==> src/rtl/sys_cmd_ctrl.sv <==
// sys_cmd_ctrl: UART command decoder for RF access and gated ALU ops, serialising results to TX.
// Define SYS_CMD_CHKSUM_EN to append an XOR checksum byte to every read/ALU response.
module sys_cmd_ctrl #(
    parameter int DATA_WIDTH     = 8,
    parameter int ADDR_WIDTH     = 4,
    parameter int FUN_WIDTH      = 4,
    parameter int ALU_OUT_BYTES  = 2,
    parameter int TIMEOUT_CYCLES = 1023
) (
    input  logic                                CLK,
    input  logic                                RST,
    input  logic [DATA_WIDTH-1:0]               RX_DATA,
    input  logic                                RX_VALID,
    input  logic                                TX_BUSY,
    input  logic [DATA_WIDTH-1:0]               RF_RD_DATA,
    input  logic                                RF_RD_VALID,
    input  logic [ALU_OUT_BYTES*DATA_WIDTH-1:0] ALU_OUT,
    input  logic                                ALU_VALID,
    output logic                                RF_WR_EN,
    output logic                                RF_RD_EN,
    output logic [ADDR_WIDTH-1:0]               RF_ADDR,
    output logic [DATA_WIDTH-1:0]               RF_WR_DATA,
    output logic                                ALU_EN,
    output logic [FUN_WIDTH-1:0]                ALU_FUN,
    output logic                                CLK_GATE_EN,
    output logic                                CLK_DIV_EN,
    output logic [DATA_WIDTH-1:0]               TX_DATA,
    output logic                                TX_VALID,
    output logic                                ERR
);

`ifdef SYS_CMD_CHKSUM_EN
    localparam int NB   = ALU_OUT_BYTES + 1;
    localparam int RD_N = 2;
`else
    localparam int NB   = ALU_OUT_BYTES;
    localparam int RD_N = 1;
`endif
    localparam int RW = NB * DATA_WIDTH;
    localparam int CW = $clog2(NB + 1);
    localparam int TW = $clog2(TIMEOUT_CYCLES + 1);

    typedef enum logic [3:0] {
        IDLE, WR_ADDR, WR_DATA, RD_ADDR, RD_WAIT, OP_A, OP_B, OP_FUN,
        ALU_GATE, ALU_WAIT, TX_LOAD, TX_WAIT_HI, TX_WAIT_LO
    } state_t;

    state_t          state, prev_state;
    logic [TW-1:0]   tmo;
    logic [RW-1:0]   res, res_rd, res_alu;
    logic [CW-1:0]   cnt;
    logic [7:0]      cmd;
    logic            tmo_hit, timed, busy_state;

    assign cmd        = RX_DATA[7:0];
    assign tmo_hit    = tmo == TW'(TIMEOUT_CYCLES) && state == prev_state;
    assign timed      = state inside {WR_ADDR, WR_DATA, RD_ADDR, OP_A, OP_B, OP_FUN, TX_WAIT_HI};
    assign busy_state = state inside {RD_WAIT, ALU_GATE, ALU_WAIT, TX_LOAD, TX_WAIT_HI, TX_WAIT_LO};

`ifdef SYS_CMD_CHKSUM_EN
    logic [DATA_WIDTH-1:0] alu_x;
    always_comb begin
        alu_x = '0;
        for (int i = 0; i < ALU_OUT_BYTES; i++) alu_x = alu_x ^ ALU_OUT[i*DATA_WIDTH +: DATA_WIDTH];
    end
    assign res_rd  = RW'({RF_RD_DATA, RF_RD_DATA});
    assign res_alu = {alu_x, ALU_OUT};
`else
    assign res_rd  = RW'(RF_RD_DATA);
    assign res_alu = ALU_OUT;
`endif

    always_ff @(posedge CLK or posedge RST) begin
        if (RST) begin
            state       <= IDLE;
            prev_state  <= IDLE;
            tmo         <= '0;
            res         <= '0;
            cnt         <= '0;
            RF_WR_EN    <= 1'b0;
            RF_RD_EN    <= 1'b0;
            RF_ADDR     <= '0;
            RF_WR_DATA  <= '0;
            ALU_EN      <= 1'b0;
            ALU_FUN     <= '0;
            CLK_GATE_EN <= 1'b0;
            CLK_DIV_EN  <= 1'b0;
            TX_DATA     <= '0;
            TX_VALID    <= 1'b0;
            ERR         <= 1'b0;
        end else begin
            prev_state <= state;
            tmo        <= (RX_VALID || state != prev_state) ? '0 :
                          (tmo == TW'(TIMEOUT_CYCLES) ? tmo : tmo + 1'b1);
            CLK_DIV_EN <= 1'b1;
            RF_WR_EN   <= 1'b0;
            RF_RD_EN   <= 1'b0;
            ALU_EN     <= 1'b0;
            TX_VALID   <= 1'b0;
            ERR        <= RX_VALID && busy_state;
            if (timed && !RX_VALID && tmo_hit) begin
                ERR         <= 1'b1;
                CLK_GATE_EN <= 1'b0;
                state       <= IDLE;
            end else begin
                case (state)
                    IDLE: if (RX_VALID) begin
                        state <= cmd == 8'hAA ? WR_ADDR : cmd == 8'hBB ? RD_ADDR :
                                 cmd == 8'hCC ? OP_A : cmd == 8'hDD ? OP_FUN : IDLE;
                        ERR   <= !(cmd inside {8'hAA, 8'hBB, 8'hCC, 8'hDD});
                    end
                    WR_ADDR: if (RX_VALID) begin
                        RF_ADDR <= RX_DATA[ADDR_WIDTH-1:0];
                        state   <= WR_DATA;
                    end
                    WR_DATA: if (RX_VALID) begin
                        RF_WR_DATA <= RX_DATA;
                        RF_WR_EN   <= 1'b1;
                        state      <= IDLE;
                    end
                    RD_ADDR: if (RX_VALID) begin
                        RF_ADDR  <= RX_DATA[ADDR_WIDTH-1:0];
                        RF_RD_EN <= 1'b1;
                        state    <= RD_WAIT;
                    end
                    RD_WAIT: if (RF_RD_VALID) begin
                        res   <= res_rd;
                        cnt   <= CW'(RD_N);
                        state <= TX_LOAD;
                    end
                    OP_A: if (RX_VALID) begin
                        RF_ADDR    <= '0;
                        RF_WR_DATA <= RX_DATA;
                        RF_WR_EN   <= 1'b1;
                        state      <= OP_B;
                    end
                    OP_B: if (RX_VALID) begin
                        RF_ADDR    <= ADDR_WIDTH'(1);
                        RF_WR_DATA <= RX_DATA;
                        RF_WR_EN   <= 1'b1;
                        state      <= OP_FUN;
                    end
                    OP_FUN: if (RX_VALID) begin
                        ALU_FUN     <= RX_DATA[FUN_WIDTH-1:0];
                        CLK_GATE_EN <= 1'b1;
                        state       <= ALU_GATE;
                    end
                    ALU_GATE: begin
                        ALU_EN <= 1'b1;
                        state  <= ALU_WAIT;
                    end
                    ALU_WAIT: if (ALU_VALID) begin
                        CLK_GATE_EN <= 1'b0;
                        res         <= res_alu;
                        cnt         <= CW'(NB);
                        state       <= TX_LOAD;
                    end
                    TX_LOAD: if (!TX_BUSY) begin
                        TX_VALID <= 1'b1;
                        TX_DATA  <= res[DATA_WIDTH-1:0];
                        res      <= res >> DATA_WIDTH;
                        cnt      <= cnt - 1'b1;
                        state    <= TX_WAIT_HI;
                    end
                    TX_WAIT_HI: if (TX_BUSY) state <= TX_WAIT_LO;
                    TX_WAIT_LO: if (!TX_BUSY) state <= cnt == '0 ? IDLE : TX_LOAD;
                    default: state <= IDLE;
                endcase
            end
        end
    end

endmodule

==> config.mk <==
export PLATFORM = sky130hd
export DESIGN_NAME = sys_cmd_ctrl
export DESIGN_NICKNAME = d
export VERILOG_FILES = /design/src/rtl/sys_cmd_ctrl.sv
export SDC_FILE = /design/constraint.sdc
export NUM_CORES = 1
export LEC_CHECK = 0
export BUFFER_PORTS_ARGS = -buffer_cell sky130_fd_sc_hd__buf_2
export CAP_MARGIN = 15
export CORE_ASPECT_RATIO = 0.75
export CORE_MARGIN = 2
export CORE_UTILIZATION = 58
export DETAILED_ROUTE_END_ITERATION = 16
export PLACE_DENSITY = 0.81
export SLEW_MARGIN = 20
export SYNTH_ARGS = -nofsm -noshare
export SYNTH_HDL_FRONTEND = slang
export SYNTH_SLANG_ARGS = --single-unit
==> constraint.sdc <==
create_clock -name CLK -period 3.56 [get_ports CLK]
set_input_delay 0.356 -clock CLK [delete_from_list [all_inputs] [get_ports CLK]]
set_output_delay 0.356 -clock CLK [all_outputs]
set_load 0.05 [all_outputs]
# == After elaboration in Yosys (flattened, before gate mapping) ==
# Index checks and enable logic that the tools add are counted.
# classes
n_shift,0
n_eq_ne,38
addsub,2
n_lt_le_gt_ge,0
n_bitwise,2
n_mux,49
reduce_logical,24
mul,0
div,0
# ops
cell,count
$mux W4,16
$pmux W4 S13,1
$mux W16,3
$pmux W16 S3,1
$ne A3 B2 Y1 const B,11
$eq A8 B8 Y1 const B,4
$eq A4 B4 Y1 const B,5
$mux W10,2
$eq A4 B3 Y1 const B,4
$mux W1,16
$mux W3,4
$ne A2 B2 Y1 const B,6
$pmux W4 S3,1
$reduce_and A12 Y1,1
$reduce_and A3 Y1,4
$add A10 B1 Y10 const B,1
$eq A10 B10 Y1 const B,1
$reduce_and A5 Y1,2
$reduce_bool A3 Y1,3
$eq A4 B2 Y1 const B,2
$reduce_bool A7 Y1,1
$mux W2,3
$pmux W2 S3,1
$reduce_bool A6 Y1,1
16 further kinds,21
# totals
latch_bits,0
register_bits,67
output_inout_bits,31
word_cells,131
memories,0
ramBits,0
romBits,0

# == Longest topological paths before layout ==
# depth
word_depth,8
mapped_depth,8
mapped_depth_nobuf,7

# == Worst setup path before layout ==
# OpenSTA, ideal clock, no wires.
# synth_timing
kind,flip-flop to flip-flop
startpoint,reg state[2]
endpoint,reg TX_DATA[0]
path_stages_with_launch,6
path_slack_ps,1848
setup_time_ps,125
synth_period_minus_slack_ps,1712
n_path_buf,1
required_time_ps,3435
arrival_ps,1587
path_cell_list,dfrtp_1 -> buf_2 -> nand2b_1 -> or2_2 -> nor2_4 -> mux2_2
# synth_between
elab_chain_cells,6
# synth_lines
item,line,source
"start, declared",48,"state_t state, prev_state;"
"start signal, assigned",108,state <= cmd == 8'hAA ? WR_ADDR : cmd == 8'hBB ? RD_ADDR :
"start signal, assigned",166,TX_WAIT_LO: if (!TX_BUSY) state <= cnt == '0 ? IDLE : TX_LOAD;
$eq A4 B1 Y1 (tied with other cells),57,"assign timed = state inside {WR_ADDR, WR_DATA, RD_ADDR, OP_A, OP_B, OP_FUN, TX_WAIT_HI};"
$reduce_bool A7 Y1,57,
$logic_and A1 B1 Y1 (2 in a row),101,if (timed && !RX_VALID && tmo_hit) begin
$not A1 Y1 (no line),--,
$reduce_and A3 Y1 (no line) *,--,
"end signal, assigned",160,TX_DATA <= res[DATA_WIDTH-1:0];
"end, declared",27,"output logic [DATA_WIDTH-1:0] TX_DATA,"
# Mark *: on every way between the ends. The rest lies on a longest branch, timed or not.
# A chain may end at the register's enable or synchronous reset.

# == Final worst setup path ==
# layout_timing
startpoint,reg state[1]
endpoint,reg res[2]
# layout_between
elab_chain_cells,6
# layout_lines
item,line,source
$eq A4 B1 Y1 (tied with other cells),57,
$reduce_bool A7 Y1,57,
$logic_and A1 B1 Y1 (2 in a row),101,
$not A1 Y1 (no line),--,
$reduce_and A5 Y1 (no line),--,
"end signal, assigned",127,res <= res_rd;
"end signal, assigned",154,res <= res_alu;
"end signal, assigned",161,res <= res >> DATA_WIDTH;
"end, declared",50,"logic [RW-1:0] res, res_rd, res_alu;"
# Several ways; a longest one is shown, not always the timed one.

==> flow_summary.ini <==
[power]
p_sw_share_pct = 45.7
ir_drop_v = 0.000718
power.total_mw = 3.55
clockPowerShare_pct = 17.7
power.switching_mw = 1.62
leakage_nw = 1.77
pwr_density_cell_mw_per_mm2 = 938
power_report.internal_total_mw = 1.93
p_comb_share_pct = 46.4
seqPwrFrac_pct = 35.9

[synthesis]
ys_seq_area_share_pct = 52.0
synth_top_flop_cell = dfrtp_1
synthTopCellsByCount = 67 x dfrtp_1, 40 x nand2_1, 25 x nor2_1
netlist_area_mm2 = 0.00322
synth_top_area_share_pct = 52.0
ys_async_sr_fraction_pct = 100
yosys_warnings = 0
synth_area_leader_cell = dfrtp_1
syn_nets = 352
synth_most_common_cell = dfrtp_1
synth-edff-count = 0
synth-seq-cells = 67
synth_cells = 312
syn_avg_cell_area_um2 = 10.3
ys_top_cells_by_area = dfrtp_1 52%, mux2_2 4.9%, nand2_1 4.7%, nor2_1 2.9%, o21ai_1 2.5%
synth_cell_types = 57

[timing]
period_minus_slack_ps = 2330
relSlewSlack_pct = 39.8
worst_pin_slew_ps = 901
rsz0062_at_grt = false
fin_crit_sh_pct = 65.3
hold_viol_final = 0
setup_violations = 0
timing.fmax_mhz = 430
drv_slew = 0
clock_skew_ps = 6.63
setup_tns_ps = 0

[grt]
grt_max_degree = 43
antenna_found_initial = 0
gr-usage-all-layers_pct = 24.1
grt_overflow = 0
grt_pass1_vias = 2394
grt_pass1_wl_mm = 11.5

[clocking]
cts-root-buf = clkbuf_8
cts_setup_buffers = 0
clkTransAtPathRegs_ps = 70
cts_sinks = 67
clock_latency_ps = 340
cts_tree = yes
cts_max_level = 3
ctsHoldBuffers = 0
cts_buffers = 9
post_cts_resized = 0
cts_buffer_depth = 2

[finish]
nets = 418
antenna_cells = 0
drive_gt1_share_pct = 28.0
area_growth_syn_to_layout_pct = 17.5

[critical_path]
worstPathRequired_ps = 3780
arrival_ps = 2540
endpoint_kind = flip-flop
path_class = flip-flop to flip-flop
r2r_slack_ps = 1230
startpoint_type = flip-flop
crit_fanout = 22

[die]
start_util_pct = 60.2
die_w_um = 90.1
die_area_mm2 = 0.00618
core_area_mm2 = 0.00535
num_rows = 23
boundaryPins = 69
die_y_um = 68.6

[placed_design]
hpwl_mm = 4.89
port_buffers = 68
place_congestion = 0.930

[detailed_routing]
initialDrtViolationCount = 265
wire_per_inst_um = 15.1
vias = 2538
wl_mm = 6.90
antenna_left = 0
first_pass_iters = 4
drc = 0
vias_per_cell = 5.55

[status]
outcome = complete, no violations

[flow_run]
cap_violations = 0

[hold_path]
hold_path_class = input port to async pin
==> metrics by stage <==
stage / worst slack, ps / hold slack, ps / cells / cell area [um^2] / util [%]
CTS: 1260 / 228 / 457 / 3790 / 70.8
global placement: 1360 / 461 / 442 / 3590 / 67.1
detailed placement: 1310 / 469 / 442 / 3590 / 67.1
global route: 1020 / 248 / 457 / 3790 / 70.8
floorplan: 1520 / 360 / 312 / 3220 / -
finish: 1230 / 211 / 457 / 3790 / 70.8
==> sequential cells by signal, summed over array words and instances (netlist names), 2 cells and up <==
register,cells
res,16
tmo,10
RF_WR_DATA,8
TX_DATA,8
ALU_FUN,4
RF_ADDR,4
prev_state,4
state,4
cnt,2
==> worst max-delay path, cell delays in order (launching register included) <==
cell,delay (ps)
dfrtp_1,760
nand2b_1,310
nor2_1,580
nor2_2,220
a21oi_1,240
o21ai_1,80
==> cell type report <==
cell class                      count  area (um^2)
Sequential cell                    67         1680
Fill cell                         428         1570
Multi-Input combinational cell    220         1430
Timing Repair Buffer               71          363
Clock buffer                       13          159
Tap cell                           75         93.8
Clock inverter                      2         35.0
Inverter                            9         33.8
==> power by group through the flow <==
stage,combinational (mW),sequential (mW),clock (mW)
2_1_floorplan,0.904,1.68,0
3_3_place_gp,1.61,1.27,0
3_5_place_dp,1.65,1.28,0
4_1_cts,1.65,1.27,0.642
5_1_grt,1.78,1.32,0.675
6_report,1.65,1.28,0.629
==> cell usage in the layout (no fill, tap or decap), types with 5 or more instances in the layout <==
| cell | instances |
|---|---|
| nor2_1 | 25 |
| clkbuf_8 | 11 |
| mux2_2 | 14 |
| buf_2 | 68 |
| a22o_1 | 8 |
| nor3_1 | 5 |
| o31ai_1 | 6 |
| nand2b_1 | 8 |
| a21oi_1 | 12 |
| nand2_1 | 40 |
| dfrtp_1 | 67 |
| inv_1 | 8 |
| o21ai_0 | 10 |
| xnor2_1 | 6 |
| o21ai_1 | 16 |
==> path summary, 6_finish.rpt <==
kind / start / end / depth (start not counted)
setup / recovery: state[1]$_DFFE_PP0P_ / res[2]$_DFFE_PP0P_ / 5
hold / removal: RST / tmo[6]$_DFFE_PP0P_ / 2
setup reg to reg: state[1]$_DFFE_PP0P_ / res[2]$_DFFE_PP0P_ / 5
hold reg to reg: RF_ADDR[2]$_DFFE_PP0P_ / RF_ADDR[2]$_DFFE_PP0P_ / 2
max in group asynchronous: RST / res[13]$_DFFE_PP0P_ / 3
min in group CLK: ALU_OUT[10] / res[10]$_DFFE_PP0P_ / 3
==> cell families (layout without fill, tap and decap cells) <==
kind of cell / Yosys count / in the layout / share of synthesized area [%]
compound gates: 73 / 73 / 15.5
xor+xnor: 10 / 10 / 2.72
fa+ha+maj: 2 / 2 / 0.776
buf+inv: 25 / 95 / 3.73
flops: 67 / 67 / 52.0
mux: 21 / 21 / 7.22
other cells: 1 / 1 / 0.116
simple gates: 113 / 113 / 18.0
==> per-layer routing <==
metal	track usage [%]	vias to the layer above	wire length, um
li1	-	1234	-
met1	33.4	1194	3180
met2	36.1	98	3080
met3	7.07	12	539
met4	10.0	0	106
met5	0	-	0
Power figures use the tool's default switching activity.
